$ cat config.mk
export PLATFORM = sky130hd
export DESIGN_NAME = lc2k_multicycle_ctrl
export DESIGN_NICKNAME = d
export VERILOG_FILES = /design/src/rtl/lc2k_multicycle_ctrl.sv
export SDC_FILE = /design/constraint.sdc
export NUM_CORES = 1
export LEC_CHECK = 0
export ABC_AREA = 1
export ABC_CLOCK_PERIOD_IN_PS = 1700
export CAP_MARGIN = 5
export CORE_AREA = 4 4 41 43
export CTS_CLUSTER_DIAMETER = 30
export CTS_CLUSTER_SIZE = 28
export DETAILED_ROUTE_END_ITERATION = 12
export DIE_AREA = 0 0 45 47
export HOLD_SLACK_MARGIN = 0.06
export PLACE_DENSITY = 0.69
export SKIP_CTS_REPAIR_TIMING = 1
export SYNTH_ARGS = -nofsm -noshare
export SYNTH_HDL_FRONTEND = slang
export SYNTH_SLANG_ARGS = --single-unit
$ cat constraint.sdc
create_clock -name clk -period 1.7 [get_ports clk]
set_clock_uncertainty 0.15 [all_clocks]
set_input_delay 0.51 -clock clk [delete_from_list [all_inputs] [get_ports clk]]
set_output_delay 0.51 -clock clk [all_outputs]
set_load 0.05 [all_outputs]
$ cat src/rtl/lc2k_multicycle_ctrl.sv
// LC2K multi-cycle sequencer: FETCH/DECODE/EXEC/MEM/WB over a unified memory port.
// Define LC2K_PERF_CNT_EN to add the cycle_cnt/instr_cnt performance counters.
module lc2k_multicycle_ctrl #(
    parameter int MEM_TIMEOUT = 0,
    parameter int CNT_WIDTH   = 32
) (
    input  logic       clk,
    input  logic       reset,
    input  logic [2:0] instr_opcode,
    input  logic       alu_eq,
    input  logic       mem_ready,
    output logic       mem_req,
    output logic       mem_we,
    output logic       mem_addr_sel,
    output logic       ir_load,
    output logic       pc_load,
    output logic [1:0] pc_src,
    output logic       reg_we,
    output logic       reg_dst,
    output logic [1:0] reg_wdata_sel,
    output logic       alu_b_sel,
    output logic [1:0] alu_op,
    output logic       halted,
    output logic       mem_err,
    output logic [2:0] state_dbg
`ifdef LC2K_PERF_CNT_EN
    ,
    output logic [CNT_WIDTH-1:0] cycle_cnt,
    output logic [CNT_WIDTH-1:0] instr_cnt
`endif
);

    typedef enum logic [2:0] {
        S_FETCH  = 3'd0,
        S_DECODE = 3'd1,
        S_EXEC   = 3'd2,
        S_MEM    = 3'd3,
        S_WB     = 3'd4,
        S_HALTED = 3'd5
    } state_t;

    localparam logic [2:0] OP_ADD  = 3'b000;
    localparam logic [2:0] OP_NOR  = 3'b001;
    localparam logic [2:0] OP_LW   = 3'b010;
    localparam logic [2:0] OP_SW   = 3'b011;
    localparam logic [2:0] OP_BEQ  = 3'b100;
    localparam logic [2:0] OP_JALR = 3'b101;
    localparam logic [2:0] OP_HALT = 3'b110;

    localparam logic [31:0] TMO_LAST = 32'(MEM_TIMEOUT - 1);

    state_t      state;
    state_t      next;
    logic [31:0] tmo_cnt;
    logic        wait_last;
    logic        tmo_fire;

    // A ready arriving on the final allowed cycle still wins over the timeout.
    assign wait_last = (MEM_TIMEOUT > 0) && !mem_ready && (tmo_cnt == TMO_LAST);
    assign state_dbg = state;

    always_comb begin
        next          = state;
        tmo_fire      = 1'b0;
        mem_req       = 1'b0;
        mem_we        = 1'b0;
        mem_addr_sel  = 1'b0;
        ir_load       = 1'b0;
        pc_load       = 1'b0;
        pc_src        = 2'd0;
        reg_we        = 1'b0;
        reg_dst       = 1'b0;
        reg_wdata_sel = 2'd0;
        alu_b_sel     = 1'b0;
        alu_op        = 2'b00;
        if (!reset) begin
            case (state)
                S_FETCH: begin
                    mem_req = 1'b1;
                    if (mem_ready) begin
                        ir_load = 1'b1;
                        next    = S_DECODE;
                    end else if (wait_last) begin
                        tmo_fire = 1'b1;
                        next     = S_HALTED;
                    end
                end
                S_DECODE: next = S_EXEC;
                S_EXEC: begin
                    case (instr_opcode)
                        OP_ADD, OP_NOR: begin
                            alu_b_sel = 1'b1;
                            alu_op    = (instr_opcode == OP_NOR) ? 2'b01 : 2'b00;
                            next      = S_WB;
                        end
                        OP_LW, OP_SW: next = S_MEM;
                        OP_BEQ: begin
                            alu_b_sel = 1'b1;
                            alu_op    = 2'b10;
                            pc_load   = 1'b1;
                            pc_src    = alu_eq ? 2'd1 : 2'd0;
                            next      = S_FETCH;
                        end
                        OP_JALR: begin
                            reg_we        = 1'b1;
                            reg_wdata_sel = 2'd2;
                            pc_load       = 1'b1;
                            pc_src        = 2'd2;
                            next          = S_FETCH;
                        end
                        OP_HALT: begin
                            pc_load = 1'b1;
                            next    = S_HALTED;
                        end
                        default: begin
                            pc_load = 1'b1;
                            next    = S_FETCH;
                        end
                    endcase
                end
                S_MEM: begin
                    mem_req      = 1'b1;
                    mem_addr_sel = 1'b1;
                    mem_we       = (instr_opcode == OP_SW);
                    if (mem_ready) begin
                        if (instr_opcode == OP_SW) begin
                            pc_load = 1'b1;
                            next    = S_FETCH;
                        end else begin
                            next = S_WB;
                        end
                    end else if (wait_last) begin
                        tmo_fire = 1'b1;
                        next     = S_HALTED;
                    end
                end
                S_WB: begin
                    reg_we  = 1'b1;
                    pc_load = 1'b1;
                    if (instr_opcode == OP_ADD || instr_opcode == OP_NOR) begin
                        reg_dst   = 1'b1;
                        alu_b_sel = 1'b1;
                        alu_op    = (instr_opcode == OP_NOR) ? 2'b01 : 2'b00;
                    end else begin
                        reg_wdata_sel = 2'd1;
                    end
                    next = S_FETCH;
                end
                S_HALTED: next = S_HALTED;
                default:  next = S_HALTED;
            endcase
        end
    end

    always_ff @(posedge clk) begin
        if (reset) begin
            state   <= S_FETCH;
            tmo_cnt <= '0;
            halted  <= 1'b0;
            mem_err <= 1'b0;
        end else begin
            state  <= next;
            halted <= (next == S_HALTED);
            if (tmo_fire)
                mem_err <= 1'b1;
            if (next != state && (next == S_FETCH || next == S_MEM))
                tmo_cnt <= '0;
            else if (mem_req && !mem_ready)
                tmo_cnt <= tmo_cnt + 32'd1;
        end
    end

`ifdef LC2K_PERF_CNT_EN
    always_ff @(posedge clk) begin
        if (reset) begin
            cycle_cnt <= '0;
            instr_cnt <= '0;
        end else begin
            if (state != S_HALTED)
                cycle_cnt <= cycle_cnt + CNT_WIDTH'(1);
            if (pc_load)
                instr_cnt <= instr_cnt + CNT_WIDTH'(1);
        end
    end
`else
    logic [CNT_WIDTH-1:0] unused_cnt;
    assign unused_cnt = '0;
`endif

endmodule

==> results of run 1 <==
==> synth_stat cells (all sizes together) <==
cell    count
nor3b       1
nand3       7
a21oi       6
o21ai       3
buf         2
dfxtp       4
nand2      11
a31oi       2
clkbuf      1
nor3        5
inv        14
nor4        1
nor2       13
conb        1
nand4       1
==> cell families after synthesis <==
group           count (synthesis)  synth area share, %
compound gates                 11                 15.0
buf+inv                        17                 17.4
flops                           4                 19.6
other cells                     1                0.917
simple gates                   39                 47.1
==> metrics by stage <==
stage	util, %	cells	TNS [ps]
after global placement	88.2	125	-11240
after detailed placement	88.2	125	-11630
after CTS	90.2	129	-11310
after floorplan	-	72	-3220
==> impl_results.md, run 1 <==
- Run status: aborted with a tool error
- Fail Step: 5_1_grt
- Tool error: [ERROR DPL-0038] Utilization greater than 100%, impossible to legalize
- Count of state elements after synthesis: 4
- Die height: between 40 and 50 um
- Cell area after synthesis: between 400 and 500 sq um
- Sinks on the clock net: 4
- Final weighted congestion in routability-driven placement: approximately 0.86
- Proportion of synthesized chip area in sequential cells: roughly a fifth
- Worst EP kind: primary output
- Maximum buffer depth of the clock tree: 2
- Net count after synthesis: 79
- Clock tree root driver cell: clkbuf_4
- Area of placed instances: around 1100 sq um
- Post-detail-place hpwl: roughly 1400 um
- Distinct cells, synth: 20
- Total CTS buffers: 3
- Top cell type's share of synthesized area: between 10% and 20%
- Number of buffers added on ports: 24
- # rows: 13
- Mean cell area of the mapped netlist: approximately 5.7 sq um
- Setup WS pre-CTS: -848 ps
- Initial Util: a little under a third
- Worst-slack endpoint at the end of global-route timing repair: alu_op[0]
- Deepest level of the CTS H-tree: 1
- Post-synth top area cell: dfxtp_1
- Horiz. Die Dim: between 40 and 50 um
- Largest net degree at the start of global routing: 9
- Cell count after synthesis: slightly above 70
- Top area cells in the synthesized netlist: dfxtp_1 (20%), inv_1 (12%), nand2_1 (10%), nor2_1 (9.2%), nand3_1 (7.3%)
- I/O pin cnt: 26
- Number of warnings reported in the yosys synthesis log: 0
==> inputs of run 2 (changes only) <==
CORE_AREA = 4 4 65 67   (was 4 4 41 43)
CTS_CLUSTER_DIAMETER = default   (was 30)
CTS_CLUSTER_SIZE = default   (was 28)
DIE_AREA = 0 0 69 71   (was 0 0 45 47)
HOLD_SLACK_MARGIN = default   (was 0.06)
PLACE_DENSITY = default   (was 0.69)
PLACE_DENSITY_LB_ADDON = 0.15   (was default)
==> impl_results.md, run 2 <==
- Initial Util: 11.3% (-20 points)
- DRT antenna net count: 0
- Max-slew violation count: 0
- # rows: 22 (+9)
- Number of cells on the worst hold path: 2
- Area of the die: between 4000 and 5000 sq um
- Clock tree from TritonCTS: yes
- Initial DRC Count: 6
- Post-route fraction of the period consumed by the critical path: 125%
- Number of global-route vias before repair: around 660
- Maximum buffer depth of the clock tree: 2 (unchanged)
- Leakage power: between 0.6 and 0.7 nW
- Detail-routed via count per cell: between 3 and 4
- Kind of end point of the critical path: primary output
- Combinational group share of total power: roughly half
- Total Routing Usage GR: about 7.3%
- Cell area after synthesis: 409 sq um (unchanged)
- Sort of element at the start of the critical path: flop
- DRC violation count after routing: 0
- Proportion of synthesized chip area in sequential cells: 19.6% (unchanged)
- Number of endpoints with negative hold slack in the final report: 0
- Final net count: approximately 140
- Clock tree root driver cell: clkbuf_8
- Die height: 71 um (+51%)
- Final worst-path setup slack: -419 ps
- Setup CP Type: reg2out
- Most frequent cells in the layout: buf_4 (30), buf_12 (17), nor2_4 (12)
- Largest voltage drop on the vdd net: 0.404 mV
- Dominant cell by count in the synthesized netlist: inv_1
- EDFF count, synth: 0 (unchanged)
- Sinks on the clock net: 4 (unchanged)
- Number of flip-flops in the largest register: 3
- Horiz. Die Dim: 69 um (+53%)
- Standard cell core area: around 3600 sq um
- Top area cells in the synthesized netlist: dfxtp_1 (20%), inv_1 (12%), nand2_1 (10%), nor2_1 (9.2%), nand3_1 (7.3%)
- RSZ-0062 raised after global routing: yes
- Top cell type's share of synthesized area: 19.6% (unchanged)
- Aggregate global routing overflow: 0
- HP Class: reg2reg
- Worst path required time: 1040 ps
- Cell count after synthesis: 72 (unchanged)
- Post-detail-place hpwl: 1480 um (+4.3%)
- Violated checks: setup timing
- Most used flip-flop cell after synthesis: dfxtp_1
- Worst-path clk slew: ~40 ps
- Post-synth top area cell: dfxtp_1
- Setup WS pre-CTS: -811 ps (+37.1 ps)
- Async set-reset flop share out of synthesis: 0% (unchanged)
- I/O pin cnt: 26 (unchanged)
- Max-cap check violation count: 0
- Total CTS buffers: 3 (unchanged)
- Cell Pwr Density: 441 nW/um^2
- Path depth of the worst reg2reg path: 9
- Worst skew pair latency: roughly 220 ps
- Global-route wire length before repair: 3010 um
- Sequential power share: about 17%
- Leading cell type in the layout, fill and taps excluded: buf_4
- Number of buffers added on ports: 24 (unchanged)
- Layout cell share with drive strength beyond 1: 79.2%
- Synth top cells by count: inv_1 (13), nand2_1 (11), nor2_1 (10)
- Net load switching power: ~0.23 mW
- Deepest level of the CTS H-tree: 1 (unchanged)
- Number of antenna repair diodes: 0
- Vias after detailed routing: 682
- Net count after synthesis: 79 (unchanged)
- Number of warnings reported in the yosys synthesis log: 0 (unchanged)
- Clock network power share: 32.8%
- Area delta synth->final: 257%
- Final weighted congestion in routability-driven placement: 0.793 (-8.1%)
- Count of state elements after synthesis: 4 (unchanged)
- Largest net degree at the start of global routing: 10
- Post-DR wirelength/cell: 10.2 um
- Run status: complete, but fails checks
- Min Tclk post-route: between 2000 and 2500 ps
- Final core utilization: about 40%
- Cell Int Power: 0.410 mW
- Number of fillers in the final layout: 361
- 1st-pass router iterations: 2
- # setup viols final: 14
- Maximum achievable frequency: ~0.47 GHz
- Mean cell area of the mapped netlist: 5.68 sq um (unchanged)
- Fraction of power spent switching nets: about 36%
- Critical Path AT: around 1500 ps
- Final wirelength: between 1500 and 2000 um
- Distinct cells, synth: 20 (unchanged)
- Max FO, Critical Path: 4
- Number of antenna violations at the first check in global routing: 0
-- run 2: cell counts after synthesis --
No cell type changed its count.
-- run 2: power groups by stage --
stage / combinational [mW] / sequential [mW] / clock [mW]
detailed placement: 0.278 / 0.113 / 0
floorplan: 0.131 / 0.125 / 0
CTS: 0.279 / 0.111 / 0.217
global route: 0.343 / 0.112 / 0.229
finish: 0.322 / 0.111 / 0.211
global placement: 0.278 / 0.113 / 0
-- run 2: worst max-delay path: stages, from the launching register on --
cell	delay, ps
dfxtp_4	380
inv_4	40
nor2_4	90
nand2_2	70
nor2_4	180
inv_4	80
nor3b_4	230
buf_12	160
-- run 2: through the flow --
| stage | power, mW | hold WS, ps | instances | area, sq um | TNS [ps] |
|---|---|---|---|---|---|
| after CTS | 0.608 | 466 | 170 | 1290 | -10500 |
| final | 0.644 | 460 | 178 | 1460 | -4820 |
| after global routing | 0.684 | 507 | 178 | 1460 | -5860 |
| after detailed placement | 0.391 | 457 | 166 | 1250 | -11160 |
| after global placement | 0.391 | 441 | 166 | 1250 | -11250 |
| after floorplan | 0.256 | 491 | 72 | 619 | -3220 |
-- run 2: final cells by class --
| class | count | area [sq um] | share of cell area (%) |
|---|---|---|---|
| tap | 48 | 60.1 | 4.11 |
| timing repair buffer | 57 | 668 | 45.7 |
| inverter | 14 | 73.8 | 5.05 |
| clock buffer | 4 | 45.0 | 3.08 |
| sequential | 4 | 91.3 | 6.25 |
| multi-input combinational | 51 | 523 | 35.8 |
-- run 2: worst paths after layout --
path	startpoint	to	slack [ps]
setup / recovery	state_dbg[1]$_SDFF_PP0_	pc_src[0]	-420
hold / removal	state_dbg[0]$_SDFF_PP0_	state_dbg[1]$_SDFF_PP0_	460
setup reg to reg	state_dbg[1]$_SDFF_PP0_	state_dbg[1]$_SDFF_PP0_	200
hold reg to reg	state_dbg[0]$_SDFF_PP0_	state_dbg[1]$_SDFF_PP0_	460
-- run 2: logic make-up after synthesis --
| group | after synthesis | share of synthesized area [%] |
|---|---|---|
| compound gates | 11 | 15.0 |
| buf+inv | 17 | 17.4 |
| flops | 4 | 19.6 |
| other cells | 1 | 0.917 |
| simple gates | 39 | 47.1 |
-- run 2: metal layers --
layer	GRT usage (%)	up-vias	wire (um)	share of wire (%)
met5	0	-	0	0
met2	11.7	19	886	49
li1	-	349	-	-
met3	2.41	0	84	4.6
met4	0.651	0	0	0
met1	9.95	314	838	46
(Power assumes the default switching activity.)
==> inputs of run 3 (changes only) <==
GPL_TIMING_DRIVEN = 0   (was default)
==> impl_results.md, run 3 (synthesis results as in run 2) <==
- Number of cells after detailed placement: 144 (-13%)
- Total negative slack: -4960 ps (-137 ps)
- Run status: complete, but fails checks
- Layout cell share with drive strength beyond 1: 69.6% (-9.6 points)
- Max FO, Critical Path: 8 (+4)
- Final worst-path setup slack: -446 ps (-27.8 ps)
- Highest cell delay on the worst timing path: 330 ps (-50 ps)
- GR Util met3: 2.27% (-0.14 points)
- Global routing met1 resource utilization: 9.53% (-0.42 points)
- Final wirelength: 1760 um (-2.4%)
- DRT antenna net count: 0 (unchanged)
- Critical Path AT: 1490 ps (+30 ps)
- Transition time at the pin with the least slew margin: 506 ps
- Final net count: 120 (-13%)
- Horiz. Die Dim: 69 um (unchanged)
- Initial DRC Count: 8 (+2)
- Area delta synth->final: 186%
- Final core utilization: 32.2% (-8.1 points)
- Post-DR wirelength/cell: 11.0 um (+8.5%)
- Global-route wire length before repair: 2600 um (-14%)
- Largest net degree at the start of global routing: 11 (+1)
- Cell-by-cell listing of the critical path: buf_8, nor3_4, nor2_4, nor4_4, buf_6
- 1st-pass router iterations: 4 (+2)
- Area of the die: 4900 sq um (unchanged)
- # setup viols final: 14 (unchanged)
- Slew margin rel.: between 60% and 70%
- Maximum buffer depth of the clock tree: 2 (unchanged)
- Non-filler instance count after layout: 160 (-10%)
- Leakage power: 0.526 nW (-15%)
- Clock tree from TritonCTS: yes
- Final weighted congestion in routability-driven placement: 0.674 (-15%)
- Area of placed instances: 920 sq um (-26%)
- Setup CP Type: reg2out
- Worst skew pair latency: 220 ps (about the same)
- Sort of element at the start of the critical path: flop
- Total CTS buffers: 3 (unchanged)
- DRC violation count after routing: 0 (unchanged)
- Number of flip-flops in the largest register: 3 (unchanged)
- I/O pin cnt: 26 (unchanged)
- HP Class: reg2reg
- Vias after detailed routing: 588 (-14%)
- Post-detail-place hpwl: 1280 um (-13%)
- Max-slew violation count: 0 (unchanged)
- Number of endpoints with negative hold slack in the final report: 0 (unchanged)
- Most used routing layer: met1
- Die height: 71 um (unchanged)
- Standard cell core area: 3630 sq um (unchanged)
- Cell Pwr Density: 503 nW/um^2 (+14%)
- Kind of end point of the critical path: primary output
- RSZ-0062 raised after global routing: yes
- Sinks on the clock net: 4 (unchanged)
- Aggregate global routing overflow: 0 (unchanged)
- Deepest level of the CTS H-tree: 1 (unchanged)
- Min Tclk post-route: 2150 ps (+27.8 ps)
- Number of buffers added on ports: 24 (unchanged)
- Total Routing Usage GR: 6.57% (-0.74 points)
- Clock tree root driver cell: clkbuf_8
- Largest voltage drop on the vdd net: 0.385 mV (-4.7%)
- Met2 layer usage reported by global route: 9.00% (-2.6 points)
- Violated checks: setup timing
- Worst-path clk slew: 30 ps (about the same)
- Initial Util: 11.3% (unchanged)
- Number of global-route vias before repair: 513 (-22%)
- Post-route fraction of the period consumed by the critical path: 126% (+1.6 points)
- Number of antenna violations at the first check in global routing: 0 (unchanged)
- Maximum achievable frequency: 0.466 GHz (-1.3%)
- Max-cap check violation count: 0 (unchanged)
- Worst path required time: 1040 ps (about the same)
- Post-route cell area: 1170 sq um (-20%)
- Most frequent cells in the layout: buf_4 (13), buf_6 (13), nor2_4 (10)
- Number of antenna repair diodes: 0 (unchanged)
- Cell with the largest stage delay on the worst path: dfxtp_4
- # rows: 22 (unchanged)
- Detail-routed via count per cell: 3.68 (-4.1%)
[run 3: changes by cell type in the layout (fill, tap and decap cells not counted), sizes merged]
cell          before  now
buf               51   30
dlymetal6s2s       2    5
[run 3: path summary, 6_finish.rpt]
path,start,endpoint,slack [ps],cells past startpoint
worst min-delay path,state_dbg[0]$_SDFF_PP0_,halted$_SDFF_PP0_,490,3
worst max register to register,state_dbg[0]$_SDFF_PP0_,halted$_SDFF_PP0_,140,9
worst max-delay path,state_dbg[0]$_SDFF_PP0_,alu_op[0],-450,5
worst min register to register,state_dbg[0]$_SDFF_PP0_,halted$_SDFF_PP0_,490,3
[run 3: final cells by class]
class,instances,area [sq um]
Inverter,14,66.3
Clock buffer,4,45.0
Buffer,3,42.5
Fill cell,393,2460
Tap cell,48,60.1
Sequential cell,4,91.3
Multi-Input combinational cell,51,499
Timing Repair Buffer,36,364
[run 3: report_power, final]
group	switching [mW]	internal, mW
sequential	0.00963	0.0986
combinational	0.160	0.107
clock	0.0519	0.160
total	0.222	0.366
[run 3: per-stage QoR]
step           hold slack, ps  power, mW  worst slack (ps)
6_report                  487      0.588              -446
3_5_place_dp              470      0.318             -1570
2_1_floorplan             491      0.256              -444
3_3_place_gp              458      0.319             -1580
4_1_cts                   479      0.534             -1580
5_1_grt                   515      0.619              -510
[run 3: metal layers]
metal / up-vias / routed length [um]
met2: 22 / 830
li1: 314 / -
met4: 0 / 8
met3: 2 / 91
met5: - / 0
met1: 250 / 834
[run 3: critical path, delay by kind of cell (launching register included)]
family                 cells  cell delay, ps
DFF                        1             330
buffers and inverters      2             320
and+or+nand+nor            3             610
